$ cat src/rtl/uart_tx_ctrl.sv
// UART transmitter: start bit, LSB-first data, optional parity, 1 or 2 stop bits.
// Define UART_TX_PARITY_EN to add the parity bit (sense set by P_PARITY_ODD).
module uart_tx_ctrl #(
    parameter int P_CLK_FRQ    = 48_000_000,
    parameter int P_BAURATE    = 9600,
    parameter int P_DATA_W     = 8,
    parameter int P_STOP_BITS  = 1,
    parameter int P_PARITY_ODD = 0
) (
    input  logic                CLK,
    input  logic                RESET,
    input  logic [P_DATA_W-1:0] TX_DATA,
    input  logic                TX_VALID,
    output logic                TX_READY,
    output logic                UART_TX,
    output logic                BUSY,
    output logic                TX_DONE
);

    localparam int LP_DIV = P_CLK_FRQ / P_BAURATE;
    localparam int LP_CW  = (LP_DIV < 2) ? 1 : $clog2(LP_DIV);
    localparam int LP_BW  = $clog2(P_DATA_W + 1);

    localparam logic [LP_CW-1:0] LP_BAUD_LAST = LP_CW'(LP_DIV - 1);
    localparam logic [LP_CW-1:0] LP_BAUD_PRE  = LP_CW'(LP_DIV - 2);
    localparam logic [LP_BW-1:0] LP_DATA_LAST = LP_BW'(P_DATA_W - 1);
    localparam logic [LP_BW-1:0] LP_STOP_LAST = LP_BW'(P_STOP_BITS - 1);

    if (LP_DIV < 2) begin : g_err_div
        $error("uart_tx_ctrl: P_CLK_FRQ/P_BAURATE must be at least 2");
    end
    if (P_DATA_W < 5 || P_DATA_W > 9) begin : g_err_data_w
        $error("uart_tx_ctrl: P_DATA_W must be 5..9");
    end
    if (P_STOP_BITS < 1 || P_STOP_BITS > 2) begin : g_err_stop
        $error("uart_tx_ctrl: P_STOP_BITS must be 1 or 2");
    end
    if (P_PARITY_ODD < 0 || P_PARITY_ODD > 1) begin : g_err_parity
        $error("uart_tx_ctrl: P_PARITY_ODD must be 0 or 1");
    end

    typedef enum logic [2:0] {
        S_IDLE,
        S_START,
        S_DATA,
        S_PARITY,
        S_STOP
    } state_t;

    state_t              r_state;
    logic [LP_CW-1:0]    r_baud;
    logic [LP_BW-1:0]    r_bit;
    logic [P_DATA_W-1:0] r_shift;
    logic                r_tx;
    logic                r_done;
    logic                w_baud_last;

`ifdef UART_TX_PARITY_EN
    localparam logic LP_ODD = (P_PARITY_ODD != 0);
    logic            r_parity;
`endif

    assign w_baud_last = (r_baud == LP_BAUD_LAST);

    assign TX_READY = (r_state == S_IDLE);
    assign BUSY     = (r_state != S_IDLE);
    assign UART_TX  = r_tx;
    assign TX_DONE  = r_done;

    always_ff @(posedge CLK) begin
        if (RESET) begin
            r_state  <= S_IDLE;
            r_baud   <= '0;
            r_bit    <= '0;
            r_shift  <= '0;
            r_tx     <= 1'b1;
            r_done   <= 1'b0;
`ifdef UART_TX_PARITY_EN
            r_parity <= 1'b0;
`endif
        end else begin
            r_done <= 1'b0;
            case (r_state)
                S_IDLE: begin
                    if (TX_VALID) begin
                        r_shift  <= TX_DATA;
`ifdef UART_TX_PARITY_EN
                        r_parity <= (^TX_DATA) ^ LP_ODD;
`endif
                        r_baud   <= '0;
                        r_bit    <= '0;
                        r_tx     <= 1'b0;
                        r_state  <= S_START;
                    end
                end
                S_START: begin
                    if (w_baud_last) begin
                        r_baud  <= '0;
                        r_bit   <= '0;
                        r_tx    <= r_shift[0];
                        r_shift <= r_shift >> 1;
                        r_state <= S_DATA;
                    end else begin
                        r_baud <= r_baud + LP_CW'(1);
                    end
                end
                S_DATA: begin
                    if (w_baud_last) begin
                        r_baud <= '0;
                        if (r_bit == LP_DATA_LAST) begin
                            r_bit   <= '0;
`ifdef UART_TX_PARITY_EN
                            r_tx    <= r_parity;
                            r_state <= S_PARITY;
`else
                            r_tx    <= 1'b1;
                            r_state <= S_STOP;
`endif
                        end else begin
                            r_bit   <= r_bit + LP_BW'(1);
                            r_tx    <= r_shift[0];
                            r_shift <= r_shift >> 1;
                        end
                    end else begin
                        r_baud <= r_baud + LP_CW'(1);
                    end
                end
`ifdef UART_TX_PARITY_EN
                S_PARITY: begin
                    if (w_baud_last) begin
                        r_baud  <= '0;
                        r_bit   <= '0;
                        r_tx    <= 1'b1;
                        r_state <= S_STOP;
                    end else begin
                        r_baud <= r_baud + LP_CW'(1);
                    end
                end
`endif
                S_STOP: begin
                    // Registered pulse: raised one cycle early so it lands on the final stop cycle.
                    if (r_bit == LP_STOP_LAST && r_baud == LP_BAUD_PRE) begin
                        r_done <= 1'b1;
                    end
                    if (w_baud_last) begin
                        r_baud <= '0;
                        if (r_bit == LP_STOP_LAST) begin
                            r_bit   <= '0;
                            r_state <= S_IDLE;
                        end else begin
                            r_bit <= r_bit + LP_BW'(1);
                        end
                    end else begin
                        r_baud <= r_baud + LP_CW'(1);
                    end
                end
                default: begin
                    r_tx    <= 1'b1;
                    r_baud  <= '0;
                    r_bit   <= '0;
                    r_state <= S_IDLE;
                end
            endcase
        end
    end

endmodule

$ cat config.mk
export PLATFORM = sky130hd
export DESIGN_NAME = uart_tx_ctrl
export DESIGN_NICKNAME = d
export VERILOG_FILES = /design/src/rtl/uart_tx_ctrl.sv
export SDC_FILE = /design/constraint.sdc
export NUM_CORES = 1
export LEC_CHECK = 0
export BUFFER_PORTS_ARGS = -buffer_cell sky130_fd_sc_hd__buf_2
export CAP_MARGIN = 40
export CORE_UTILIZATION = 36
export CTS_CLUSTER_DIAMETER = 30
export DETAILED_ROUTE_END_ITERATION = 10
export HOLD_SLACK_MARGIN = 0.06
export PLACE_DENSITY = 0.59
export SLEW_MARGIN = 20
export SYNTH_ARGS = -nofsm -noshare
export SYNTH_HDL_FRONTEND = slang
export SYNTH_SLANG_ARGS = --single-unit
$ cat constraint.sdc
create_clock -name CLK -period 1.77 [get_ports CLK]
set_input_delay 0 -clock CLK [delete_from_list [all_inputs] [get_ports CLK]]
set_output_delay 0 -clock CLK [all_outputs]
set_load 0.005 [all_outputs]
==> impl_results.md <==
* Slew Limit Fails at 0
* Warnings, synthesis at 0
* Remaining antenna violation count at 0
* Slowest cell on the critical path: dfxtp_4
* Crit end category: flip-flop
* Worst-path clk slew at 0.06 ns
* Met2 WL at a little under 2000 microns
* Final nets at approximately 240
* Hold Vio Cnt, Final at 0
* Max cap viols at 0
* Critical-path cell list: ha_4 -> and3b_1 -> o21a_1 -> a2111oi_4 -> clkbuf_16 -> buf_8 -> nand2b_4 -> a21oi_2
* # DRC at 0
* Input/output buffers at 14
* FF-to-FF path depth at 8
* FF-to-FF setup slack at -0.14 ns
* Core Box Area at around 0.0041 sq mm
* DRT met1 WL at around 1600 microns
* Initial Util at 0.383
* EDFF count, synth at 0
* Mapped Area at between 0.0015 and 0.002 sq mm
* Top cell type's share of synthesized area at 0.381
* CP peak stage delay at 0.36 ns
* Worst relative slew slack at 0.677
* Post-route insts no fill at roughly 280
* Peak supply drop at around 1.1 mV
* Routed wire length at between 3000 and 4000 microns
* Final hold slack at between 0.06 and 0.07 ns
* Initial antenna violation count at 0
* Violated checks: setup timing
* Row cnt at 23
* Setup ws final at -0.135 ns
* Clock power frac at 0.197
* Psw at approximately 0.0011 W
* Sequential cell area fraction in the yosys report at 0.381
* Remaining Overflow, GRT at 0
* Number of global-route vias before repair at about 1300
* First-pass GRT wire length at 5540 microns
* First-pass iteration count of the detailed router at 4
* Worst reg2reg path startpoint: r_bit[1]
* Yosys top cell by area: dfxtp_1
* Largest net degree at the start of global routing at 22
* Clk sinks at 30
* Worst-path fanout max at 8
* Clock tree buffer depth at 2
* Post-DP Area at roughly 0.0019 sq mm
* Via count at between 1000 and 1500
* Setup crit end: r_shift[7]
* Sequential group share of total power at 0.281
* Highest Signal Layer: met4
* Yosys cell types at 45
* Routed len/inst at roughly 13 microns
* Outcome: finished with violations
* Worst-Margin Slew at between 0.4 and 0.5 ns
* Worst-skew pair later-pin latency at ~0.28 ns
* Post-DP HPWL at ~2400 microns
* Die Area at ~0.0046 sq mm
* Crit path required time at ~1.9 ns
* Logic pwr share at 0.522
* Vias per cell at ~5
* Number of buffers created by CTS at 5
* Leakage at roughly 0.9 nW
* Reg area at slightly above 600 sq um
* Final min period at 1.91 ns
* Ys flop type: dfxtp_1
* Startpoint types: flip-flop
* Synth top cells by count: dfxtp_1 (30), nor2_1 (30), a211oi_1 (8), mux2i_1 (8), xor2_1 (7)
* CP Launch Point: r_bit[1]
* P_int at between 0.002 and 0.0025 W
* Root Buffer: clkbuf_8
* Syn Nets at ~190
* Filler cell count at between 300 and 400
* Final instance area at roughly 0.0023 sq mm
* Crit Path Class: reg2reg
* Max Clock Skew at 0.00319 ns
* Area Growth Syn to Fin at 43.6%
* Final setup viols at 10
* Fmax at 0.525 GHz
* Area of the multi-input gates at around 0.0010 sq mm
* Synth Area per Inst at approximately 9.2 sq um
* All-layer global routing usage at 0.163
* Met3 WL at between 90 and 100 microns
* Top post-synthesis cells by area: dfxtp_1 (38%), nor2_1 (7.1%), mux2i_1 (5.1%), xor2_1 (3.9%), a211oi_1 (3.8%)
* Power Density at between 1000 and 1500 mW/mm^2
* RSZ-0062 raised after global routing: yes
* Die height at ~70 microns
* Gate Count Post-Synth at 171
* GP Congestion at 0.732
* Hold crit path type: in2reg
* I/O pin cnt at 15
* Die width at 68.2 microns
* FFs w/ async S/R, synth at 0
* H-tree depth at 2
* Sw frac at 0.338
* Antenna diodes at 0
* Initial detailed-routing violation count at between 60 and 70
* Crit share post-route at 1.08
* #FFs+latches synth at 30
* RR Endpoint: r_shift[7]
* Dpl cells at 254
* Layout cells sized above 1 at 0.423
* Critical path arrival at 2.05 ns
* CTS tree: built
[worst min-delay path by stage]
stage                     from         end  depth (start not counted)
floorplan           TX_DATA[7]  r_shift[7]                          2
global placement    TX_DATA[7]  r_shift[7]                          3
detailed placement  TX_DATA[7]  r_shift[7]                          3
CTS                 TX_DATA[0]  r_shift[0]                          3
global route        TX_DATA[4]  r_shift[4]                          3
finish              TX_DATA[4]  r_shift[4]                          3
[logic make-up after synthesis]
logic type	after synthesis	synth area share
simple gates	75	0.273
flops	30	0.381
mux	10	0.0651
compound gates	26	0.141
fa+ha+maj	4	0.0317
xor+xnor	12	0.0667
buf+inv	14	0.0413
[critical path, delay by kind of cell, from the launching register on]
| kind | cells | cell delay (ns) |
|---|---|---|
| fa+ha+maj | 1 | 0.15 |
| buf+inv | 2 | 0.34 |
| simple gates | 2 | 0.30 |
| flops | 1 | 0.36 |
| compound gates | 3 | 0.62 |
[what timing repair did]
item,4_1_cts,5_1_grt
hold buffers,3,0
buffers inserted,6,6
endpoints found under the setup margin,22,27
pin swaps,4,12
endpoints found under the hold margin,3,0
gates resized for setup,13,18
[flip-flops by register name, indices dropped and copies added (netlist names)]
| signal | count |
|---|---|
| TX_DONE | 1 |
| UART_TX | 1 |
| r_baud | 13 |
| r_bit | 4 |
| r_shift | 8 |
| r_state | 3 |
[routing by layer]
metal / GRT usage / vias to the layer above
met4: 0.0625 / 0
met5: 0 / -
li1: - / 713
met3: 0.0400 / 7
met1: 0.180 / 675
met2: 0.298 / 15
[placed cells by master, fill, tap and decap left out, types with 6 or more instances in the layout]
master    synthesis  layout
mux2i_1           8       8
nor2_1           30      30
dfxtp_1          30      22
clkbuf_8          0       8
buf_2             4      14
dfxtp_2           0       6
buf_4             0      33
xor2_1            7       7
inv_1             6       6
[layout make-up]
cell class,count,share of cell area
repair buffers,56,0.195
multi-input cells,127,0.447
well taps,50,0.0276
flip-flops and latches,30,0.272
inverters,6,0.00995
clock buffers,8,0.0486
[through the flow]
stage | setup TNS, ns | setup slack (ns) | power (W) | util
floorplan | -0.327 | -0.0485 | 0.00170 | -
global placement | -0.00573 | -0.00564 | 0.00212 | 0.463
detailed placement | -0.366 | -0.0559 | 0.00216 | 0.463
CTS | -0.301 | -0.0780 | 0.00300 | 0.519
global route | -2.07 | -0.188 | 0.00344 | 0.550
finish | -0.643 | -0.135 | 0.00325 | 0.550
[power groups by stage]
stage / Combinational, W / Clock (W) / Sequential, W
final: 0.00170 / 0.000640 / 0.000914
after global routing: 0.00183 / 0.000682 / 0.000932
after floorplan: 0.000842 / 0 / 0.000861
after global placement: 0.00122 / 0 / 0.000895
after CTS: 0.00144 / 0.000657 / 0.000899
after detailed placement: 0.00126 / 0 / 0.000902
Note: power is estimated with default switching activity, not from simulation.
